## src/rtl/branch_update_queue_if.sv

```systemverilog
// Bundle of ROB, predictor and fetch signals around the branch update queue.
// The bu_stat_* counters exist only when BR_STATS_EN is defined.
interface branch_update_queue_if;
  logic        rob_to_bu_valid;
  logic [31:0] rob_to_bu_pc;
  logic        rob_to_bu_actual_br;
  logic        rob_to_bu_pred_br;
  logic [31:0] rob_to_bu_next_pc;
  logic        bu_to_rob_full;
  logic        bp_to_bu_stall;
  logic        bu_to_bp_ready;
  logic [31:0] bu_to_bp_pc;
  logic        bu_to_bp_actual_br;
  logic        bu_to_if_redirect;
  logic [31:0] bu_to_if_redirect_pc;
  logic        bu_to_all_clear;
`ifdef BR_STATS_EN
  logic [31:0] bu_stat_total;
  logic [31:0] bu_stat_mispred;
`endif

  // The queue itself sits on the slave side.
  modport slave (
    input  rob_to_bu_valid,
    input  rob_to_bu_pc,
    input  rob_to_bu_actual_br,
    input  rob_to_bu_pred_br,
    input  rob_to_bu_next_pc,
    input  bp_to_bu_stall,
`ifdef BR_STATS_EN
    output bu_stat_total,
    output bu_stat_mispred,
`endif
    output bu_to_rob_full,
    output bu_to_bp_ready,
    output bu_to_bp_pc,
    output bu_to_bp_actual_br,
    output bu_to_if_redirect,
    output bu_to_if_redirect_pc,
    output bu_to_all_clear
  );

  modport master (
    output rob_to_bu_valid,
    output rob_to_bu_pc,
    output rob_to_bu_actual_br,
    output rob_to_bu_pred_br,
    output rob_to_bu_next_pc,
    output bp_to_bu_stall,
`ifdef BR_STATS_EN
    input  bu_stat_total,
    input  bu_stat_mispred,
`endif
    input  bu_to_rob_full,
    input  bu_to_bp_ready,
    input  bu_to_bp_pc,
    input  bu_to_bp_actual_br,
    input  bu_to_if_redirect,
    input  bu_to_if_redirect_pc,
    input  bu_to_all_clear
  );
endinterface

```

## src/rtl/branch_update_queue.sv

```systemverilog
// Buffers committed branches from the ROB and trains the BHT one entry per cycle in order;
// pulses redirect/clear on accepted mispredicts. BR_STATS_EN adds accept/mispredict counters.
module branch_update_queue #(
  parameter int QUEUE_WIDTH = 2
) (
  input  logic                 clk_in,
  input  logic                 rst_n_in,
  input  logic                 rdy_in,
  branch_update_queue_if.slave bu
);
  localparam int DEPTH = 2 ** QUEUE_WIDTH;
  localparam logic [QUEUE_WIDTH:0] DEPTH_CNT = (QUEUE_WIDTH + 1)'(DEPTH);

  logic [31:0]            pc_mem  [DEPTH];
  logic                   act_mem [DEPTH];
  logic [QUEUE_WIDTH-1:0] head_q, head_d;
  logic [QUEUE_WIDTH-1:0] tail_q, tail_d;
  logic [QUEUE_WIDTH:0]   count_q, count_d;
  logic                   redirect_q, redirect_d;
  logic                   clear_q, clear_d;
  logic [31:0]            redirect_pc_q, redirect_pc_d;
  logic                   full;
  logic                   not_empty;
  logic                   enq;
  logic                   deq;
  logic                   mispredict;

  // Full is taken from registered count only, so a same-cycle dequeue never frees a slot.
  assign full       = (count_q == DEPTH_CNT);
  assign not_empty  = (count_q != '0);
  assign enq        = rdy_in && bu.rob_to_bu_valid && !full;
  assign deq        = rdy_in && not_empty && !bu.bp_to_bu_stall;
  assign mispredict = (bu.rob_to_bu_actual_br != bu.rob_to_bu_pred_br);

  always_comb begin
    head_d        = head_q;
    tail_d        = tail_q;
    count_d       = count_q;
    redirect_d    = redirect_q;
    clear_d       = clear_q;
    redirect_pc_d = redirect_pc_q;
    if (enq) begin
      tail_d = tail_q + QUEUE_WIDTH'(1);
    end
    if (deq) begin
      head_d = head_q + QUEUE_WIDTH'(1);
    end
    case ({enq, deq})
      2'b10:   count_d = count_q + (QUEUE_WIDTH + 1)'(1);
      2'b01:   count_d = count_q - (QUEUE_WIDTH + 1)'(1);
      default: count_d = count_q;
    endcase
    // While frozen the pulse registers keep whatever they held.
    if (rdy_in) begin
      redirect_d = enq && mispredict;
      clear_d    = enq && mispredict;
      if (enq && mispredict) begin
        redirect_pc_d = bu.rob_to_bu_next_pc;
      end
    end
  end

  always_ff @(posedge clk_in or negedge rst_n_in) begin
    if (!rst_n_in) begin
      head_q        <= '0;
      tail_q        <= '0;
      count_q       <= '0;
      redirect_q    <= 1'b0;
      clear_q       <= 1'b0;
      redirect_pc_q <= '0;
    end else begin
      head_q        <= head_d;
      tail_q        <= tail_d;
      count_q       <= count_d;
      redirect_q    <= redirect_d;
      clear_q       <= clear_d;
      redirect_pc_q <= redirect_pc_d;
    end
  end

  // Entry storage carries no reset; empty-queue outputs are masked by count instead.
  always_ff @(posedge clk_in) begin
    if (enq) begin
      pc_mem[tail_q]  <= bu.rob_to_bu_pc;
      act_mem[tail_q] <= bu.rob_to_bu_actual_br;
    end
  end

  assign bu.bu_to_rob_full       = full;
  assign bu.bu_to_bp_ready       = deq;
  assign bu.bu_to_bp_pc          = not_empty ? pc_mem[head_q] : 32'd0;
  assign bu.bu_to_bp_actual_br   = not_empty ? act_mem[head_q] : 1'b0;
  assign bu.bu_to_if_redirect    = redirect_q;
  assign bu.bu_to_if_redirect_pc = redirect_pc_q;
  assign bu.bu_to_all_clear      = clear_q;

`ifdef BR_STATS_EN
  logic [31:0] stat_total_q, stat_total_d;
  logic [31:0] stat_mispred_q, stat_mispred_d;

  always_comb begin
    stat_total_d   = stat_total_q;
    stat_mispred_d = stat_mispred_q;
    if (enq) begin
      stat_total_d = stat_total_q + 32'd1;
      if (mispredict) begin
        stat_mispred_d = stat_mispred_q + 32'd1;
      end
    end
  end

  always_ff @(posedge clk_in or negedge rst_n_in) begin
    if (!rst_n_in) begin
      stat_total_q   <= '0;
      stat_mispred_q <= '0;
    end else begin
      stat_total_q   <= stat_total_d;
      stat_mispred_q <= stat_mispred_d;
    end
  end

  assign bu.bu_stat_total   = stat_total_q;
  assign bu.bu_stat_mispred = stat_mispred_q;
`endif
endmodule

```

## src/flat_wrapper.sv

```systemverilog
// flat-port wrapper written by rule: the top's interface ports become plain ports
module branch_update_queue_flat 
#(
  parameter int QUEUE_WIDTH = 2
)
  (clk_in, rst_n_in, rdy_in, bu_rob_to_bu_valid, bu_rob_to_bu_pc, bu_rob_to_bu_actual_br, bu_rob_to_bu_pred_br, bu_rob_to_bu_next_pc, bu_bp_to_bu_stall, bu_bu_to_rob_full, bu_bu_to_bp_ready, bu_bu_to_bp_pc, bu_bu_to_bp_actual_br, bu_bu_to_if_redirect, bu_bu_to_if_redirect_pc, bu_bu_to_all_clear);
  branch_update_queue_if bu_i ();
  input  logic clk_in;
  input  logic rst_n_in;
  input  logic rdy_in;
  input wire logic [$bits(bu_i.rob_to_bu_valid)-1:0] bu_rob_to_bu_valid;
  input wire logic [$bits(bu_i.rob_to_bu_pc)-1:0] bu_rob_to_bu_pc;
  input wire logic [$bits(bu_i.rob_to_bu_actual_br)-1:0] bu_rob_to_bu_actual_br;
  input wire logic [$bits(bu_i.rob_to_bu_pred_br)-1:0] bu_rob_to_bu_pred_br;
  input wire logic [$bits(bu_i.rob_to_bu_next_pc)-1:0] bu_rob_to_bu_next_pc;
  input wire logic [$bits(bu_i.bp_to_bu_stall)-1:0] bu_bp_to_bu_stall;
  output wire logic [$bits(bu_i.bu_to_rob_full)-1:0] bu_bu_to_rob_full;
  output wire logic [$bits(bu_i.bu_to_bp_ready)-1:0] bu_bu_to_bp_ready;
  output wire logic [$bits(bu_i.bu_to_bp_pc)-1:0] bu_bu_to_bp_pc;
  output wire logic [$bits(bu_i.bu_to_bp_actual_br)-1:0] bu_bu_to_bp_actual_br;
  output wire logic [$bits(bu_i.bu_to_if_redirect)-1:0] bu_bu_to_if_redirect;
  output wire logic [$bits(bu_i.bu_to_if_redirect_pc)-1:0] bu_bu_to_if_redirect_pc;
  output wire logic [$bits(bu_i.bu_to_all_clear)-1:0] bu_bu_to_all_clear;
  assign bu_i.rob_to_bu_valid = bu_rob_to_bu_valid;
  assign bu_i.rob_to_bu_pc = bu_rob_to_bu_pc;
  assign bu_i.rob_to_bu_actual_br = bu_rob_to_bu_actual_br;
  assign bu_i.rob_to_bu_pred_br = bu_rob_to_bu_pred_br;
  assign bu_i.rob_to_bu_next_pc = bu_rob_to_bu_next_pc;
  assign bu_i.bp_to_bu_stall = bu_bp_to_bu_stall;
  assign bu_bu_to_rob_full = bu_i.bu_to_rob_full;
  assign bu_bu_to_bp_ready = bu_i.bu_to_bp_ready;
  assign bu_bu_to_bp_pc = bu_i.bu_to_bp_pc;
  assign bu_bu_to_bp_actual_br = bu_i.bu_to_bp_actual_br;
  assign bu_bu_to_if_redirect = bu_i.bu_to_if_redirect;
  assign bu_bu_to_if_redirect_pc = bu_i.bu_to_if_redirect_pc;
  assign bu_bu_to_all_clear = bu_i.bu_to_all_clear;
  branch_update_queue #(.QUEUE_WIDTH(QUEUE_WIDTH)) u_core (.clk_in(clk_in), .rst_n_in(rst_n_in), .rdy_in(rdy_in), .bu(bu_i));
endmodule
```

## config.mk

```make
export PLATFORM = sky130hd
export DESIGN_NAME = branch_update_queue_flat
export DESIGN_NICKNAME = d
export VERILOG_FILES = /design/src/rtl/branch_update_queue_if.sv /design/src/rtl/branch_update_queue.sv /design/src/flat_wrapper.sv
export SDC_FILE = /design/constraint.sdc
export NUM_CORES = 1
export LEC_CHECK = 0
export ABC_AREA = 1
export CELL_PAD_IN_SITES_DETAIL_PLACEMENT = 0
export CELL_PAD_IN_SITES_GLOBAL_PLACEMENT = 1
export CORE_MARGIN = 5
export CORE_UTILIZATION = 43
export DETAILED_ROUTE_END_ITERATION = 6
export GPL_TIMING_DRIVEN = 0
export MAX_ROUTING_LAYER = met4
export PLACE_DENSITY = 0.94
export SLEW_MARGIN = 25
export SYNTH_ARGS = -nofsm -noshare
export SYNTH_HDL_FRONTEND = slang
export SYNTH_SLANG_ARGS = --single-unit
```

## constraint.sdc

```tcl
create_clock -name clk_in -period 7.9 [get_ports clk_in]
set_clock_uncertainty 0.05 [all_clocks]
set_input_delay 1.58 -clock clk_in [delete_from_list [all_inputs] [get_ports clk_in]]
set_output_delay 1.58 -clock clk_in [all_outputs]
set_load 0.05 [all_outputs]
```

### Word-level counts from Yosys, hierarchy flattened

Memories as Yosys holds them, arrays and structs flattened.
Index checks and enable logic that the tools add are counted.

* memory bits (writable): 132
* memories kept: 2
* logic and storage cells: 30
* register bits: 40
* bits of input ports: 71
* output and inout bits: 69

* add/subtract/negate cells: 4
* eq/ne operators: 4
* multiplexer cells: 5
* reduce and logical (&&, ||, !) cells: 10

Memory list
* u_core.pc_mem: words 4, bits a word 32, rd ports 1, clocked after memory_dff 0, write ports 1, line branch_update_queue.sv:14 `logic [31:0] pc_mem [DEPTH];`
* u_core.act_mem: words 4, bits a word 1, rd ports 1, clocked after memory_dff 0, write ports 1, line branch_update_queue.sv:15 `logic act_mem [DEPTH];`

Operators by type and width (number)
* 32-bit two-way mux: 1
* 3-bit one-hot mux with 2 select lines: 1
* 1-bit logical AND: 5
* 2-bit by 1-bit adder with 2-bit output (second input constant): 2
* 3-bit by 1-bit adder with 3-bit output (second input constant): 1
* 3-bit equality test (second input constant): 1
* 1-bit two-way mux: 3
* 3-bit nonzero test: 1
* 3-bit by 1-bit subtractor with 3-bit output (second input constant): 1
* 2-bit by 1-bit equality test with 1-bit output (second input constant): 1
* 2-bit equality test (second input constant): 1
* 1-bit zero test: 2
* 2-bit AND reduction: 1
* 2-bit nonzero test: 1
* 1-bit inequality test: 1

### Depth between registers and ports, before layout

* depth in word-level cells: 5
* gate-level depth with buffers: 11
* depth with buffers taken out: 11

### Least setup slack after synthesis

OpenSTA, ideal clock, no wires.

* kind: input -> output
* from: input port rdy_in
* to: output port bu_bu_to_bp_ready
* data required time: 6270 ps
* arrival time: 2119 ps
* cell stages on the path: 4
* path slack: 4151 ps
* path through: inv_1 -> nor2_1 -> nand2_1 -> inv_1

* word-level cells in the longest chain between the ends: 2

Ends and longest elaborated chain
* from (decl): line flat_wrapper.sv:10 `input logic rdy_in;`
* 1-bit logical AND (2 in a row): line branch_update_queue.sv:32 `assign deq = rdy_in && not_empty && !bu.bp_to_bu_stall;`
* to (decl): line flat_wrapper.sv:18 `output wire logic [$bits(bu_i.bu_to_bp_ready)-1:0] bu_bu_to_bp_ready;`

No other way between the ends.

### Worst setup path in the final report

Ends and elaborated chain as after synthesis.

==> flow_summary_export.csv <==
group,metric,value,unit
finish,drive_gt1_frac,0.0928,
route,drc,0,
route,viasPerCell,4.75,
global_route,track_usage,0.177,
synthesis,synth_top_family_by_area,"simple AND/OR/NAND/NOR gates",
power_and_ir_drop,leakagePower,0.00417,uW
critical_path,crit_type,"input port to primary output",
sta,hold_viol,0,
placement,gp_congestion,0.786,
global_route,antenna_found_initial,1,
global_route,grt_pass1_wl,26800,um
critical_path,reg2regPathDepth,9,
clock_network,clk_latency,420,ps
sta,max_freq,200,MHz
placement,port_buffers,139,
die,die_w,140,um
synthesis,synth_area,7310,um^2
die,io_pins,140,
synthesis,synth_xor_xnor_area_share,0.00480,
synthesis,synth_adder_area_share,0.0113,
clock_network,cts_setup_buffers,0,
route,wl_per_cell,15.3,um
sta,slew_viol_final,0,
finish,multi_input_area,1800,um^2
job,cap_violations,0,
sta,setup_slack,2890,ps
outcome,outcome,"completed",
synthesis,synth_nets,773,
route,dr.first_iter.drc_count,294,
global_route,grt_max_degree,24,
sta,period_share,0.634,
power_and_ir_drop,p_per_area,409,nW/um^2
synthesis,ys_ff_latch,172,
finish,fill_cells,1412,
route,ant_nets,0,
critical_path,crit_fanout,4,
placement,place_ws,2870,ps
clock_network,cts_buffers,17,
critical_path,worstSetupEndpointType,"primary output",
sta,setup_viol,0,
synthesis,yosysWarnings,0,
clock_network,cts_root_buffer,"clkbuf_16",
synthesis,ys_seq_area_frac,0.680,
clock_network,ctsHtreeMaxLevel,4,
die,die_h,140,um
critical_path,worstSetupStartpointType,"input port",
sta,rsz0062_at_grt,"false",
synthesis,synthMuxAreaShare,0,
finish,area_growth,32.8,%
clock_network,hold_buffers,0,
finish,nets,937,
synthesis,synth_cell_types,23,
global_route,grt_pass1_vias,5201,
route,routed_wl,16700,um
synthesis,yosys.area_share.simple,0.203,
power_and_ir_drop,finalPower,3970,uW
placement,dpl_cell_area,9150,um^2
clock_network,cts_buffer_depth,2,
synthesis,synth_compound_area_frac,0.0240,
die,std_cell_rows,47,
critical_path,required,6270,ps
finish,design_area,9700,um^2
sta,slew_headroom,0.559,
placement,hpwl,11300,um
critical_path,critPathArrivalTime,3380,ps
clock_network,clkTransAtPathRegs,60,ps
clock_network,clock_sinks,172,
power_and_ir_drop,vdd_ir_drop_max,0.252,mV
clock_network,ctsResizeCount,0,
clock_network,cts_tree,"built",
min_path,hold_depth,2,
sta,period_minus_slack,5010,ps
global_route,overflow,0,
route,dr_total_vias,5198,
finish,seqCellArea,4960,um^2
synthesis,avgSynthCellArea,10.5,um^2
die,die_area,19700,um^2
route,drtPass1Iterations,5,
min_path,hp-class,"register to register",
sta,worstMarginPinSlew,660,ps
sta,tns,0,ps
die,start_util,0.439,
die,core,16600,um^2
synthesis,syn_inst,696,
-- final cells by class --
cell class                 count  area share
sequential                   172       0.512
multi-input combinational    400       0.186
timing repair buffer         145       0.158
clock buffer                  20      0.0450
inverter                      86      0.0333
tap                          220      0.0284
buffer                        38      0.0253
clock inverter                12      0.0117
antenna                        1    0.000258
-- worst paths after layout --
check	slack, ps	startpoint	to
setup / recovery	2890	rdy_in	bu_bu_to_bp_ready
hold / removal	420	u_core.bu.bu_to_if_redirect_pc[19]	u_core.bu.bu_to_if_redirect_pc[19]
setup reg to reg	5710	u_core.count_q[0]	u_core.count_q[2]
hold reg to reg	420	u_core.bu.bu_to_if_redirect_pc[19]	u_core.bu.bu_to_if_redirect_pc[19]
max in group asynchronous	6270	rst_n_in	u_core.count_q[1]
min in group asynchronous	1040	rst_n_in	u_core.bu.bu_to_if_redirect_pc[27]
-- power breakdown --
part	switching, uW	internal (uW)	total (uW)
Combinational	1370	633	2000
Sequential	60.6	1130	1190
Clock	344	437	781
-- cells by family after synthesis --
group,after synthesis
flip-flops,172
adder cells (fa/ha/maj),6
buffers and inverters,124
AO/OA/AOI/OAI,35
XOR/XNOR,4
AND/OR/NAND/NOR,355
-- state kept, by name (all words and copies together), names as in the netlist --
name                            cells
u_core.bu.bu_to_if_redirect         1
u_core.tail_q                       2
u_core.act_mem                      4
u_core.head_q                       2
u_core.pc_mem                     128
u_core.count_q                      3
u_core.bu.bu_to_if_redirect_pc     32
-- cells in the mapped netlist --
cell type	n	area share
a21oi_1	33	0.023
buf_2	22	0.015
buf_4	2	0.0021
buf_6	9	0.014
clkbuf_1	5	0.0026
dfrtp_1	40	0.14
edfxtp_1	132	0.54
fa_1	1	0.0027
ha_1	5	0.0086
inv_1	83	0.043
inv_2	3	0.0015
nand2_1	277	0.14
nand2_2	1	0.00086
nand2_4	1	0.0015
nand3_1	35	0.024
nand3_2	1	0.0014
nand4_1	33	0.028
nor2_1	5	0.0026
nor2_2	1	0.00086
o21ai_0	2	0.0014
or2_2	1	0.00086
xnor2_1	2	0.0024
xor2_1	2	0.0024
-- stage by stage --
stage | std cells | hold slack [ps] | util
6_report | 1094 | 419 | 0.583
3_3_place_gp | 1055 | 403 | 0.539
3_5_place_dp | 1061 | 408 | 0.550
2_1_floorplan | 696 | 436 | -
4_1_cts | 1093 | 424 | 0.583
5_1_grt | 1094 | 442 | 0.583
-- critical path, stage by stage --
cell and delay (ps):
clkdlybuf4s50_1 510, inv_1 90, nor2_1 110, nand2_1 140
inv_1 120, clkdlybuf4s50_1 830
-- metal layers --
layer / wire length, um / track usage / up-vias
li1: - / - / 2590
met1: 6970 / 0.210 / 2412
met2: 8050 / 0.288 / 168
met3: 1380 / 0.0556 / 28
met4: 286 / 0.0612 / 0
met5: 0 / - / -
-- placed cells by master (no fill, tap or decap), drive strengths merged --
| cell type | synthesis | layout |
|---|---|---|
| nand2 | 279 | 279 |
| clkdlybuf4s50 | 0 | 138 |
| edfxtp | 132 | 132 |
| inv | 86 | 90 |
| dfrtp | 40 | 40 |
| buf | 33 | 40 |
| nand3 | 36 | 36 |
| a21oi | 33 | 33 |
| nand4 | 33 | 33 |
| clkbuf | 5 | 25 |
| nor2 | 6 | 6 |
| ha | 5 | 5 |
| clkinvlp | 0 | 4 |
| clkinv | 0 | 3 |
| o21ai | 2 | 2 |
| xnor2 | 2 | 2 |
| xor2 | 2 | 2 |
| diode | 0 | 1 |
| or2 | 1 | 1 |
| fa | 1 | 1 |
| bufinv | 0 | 1 |
(Power assumes the default switching activity.)
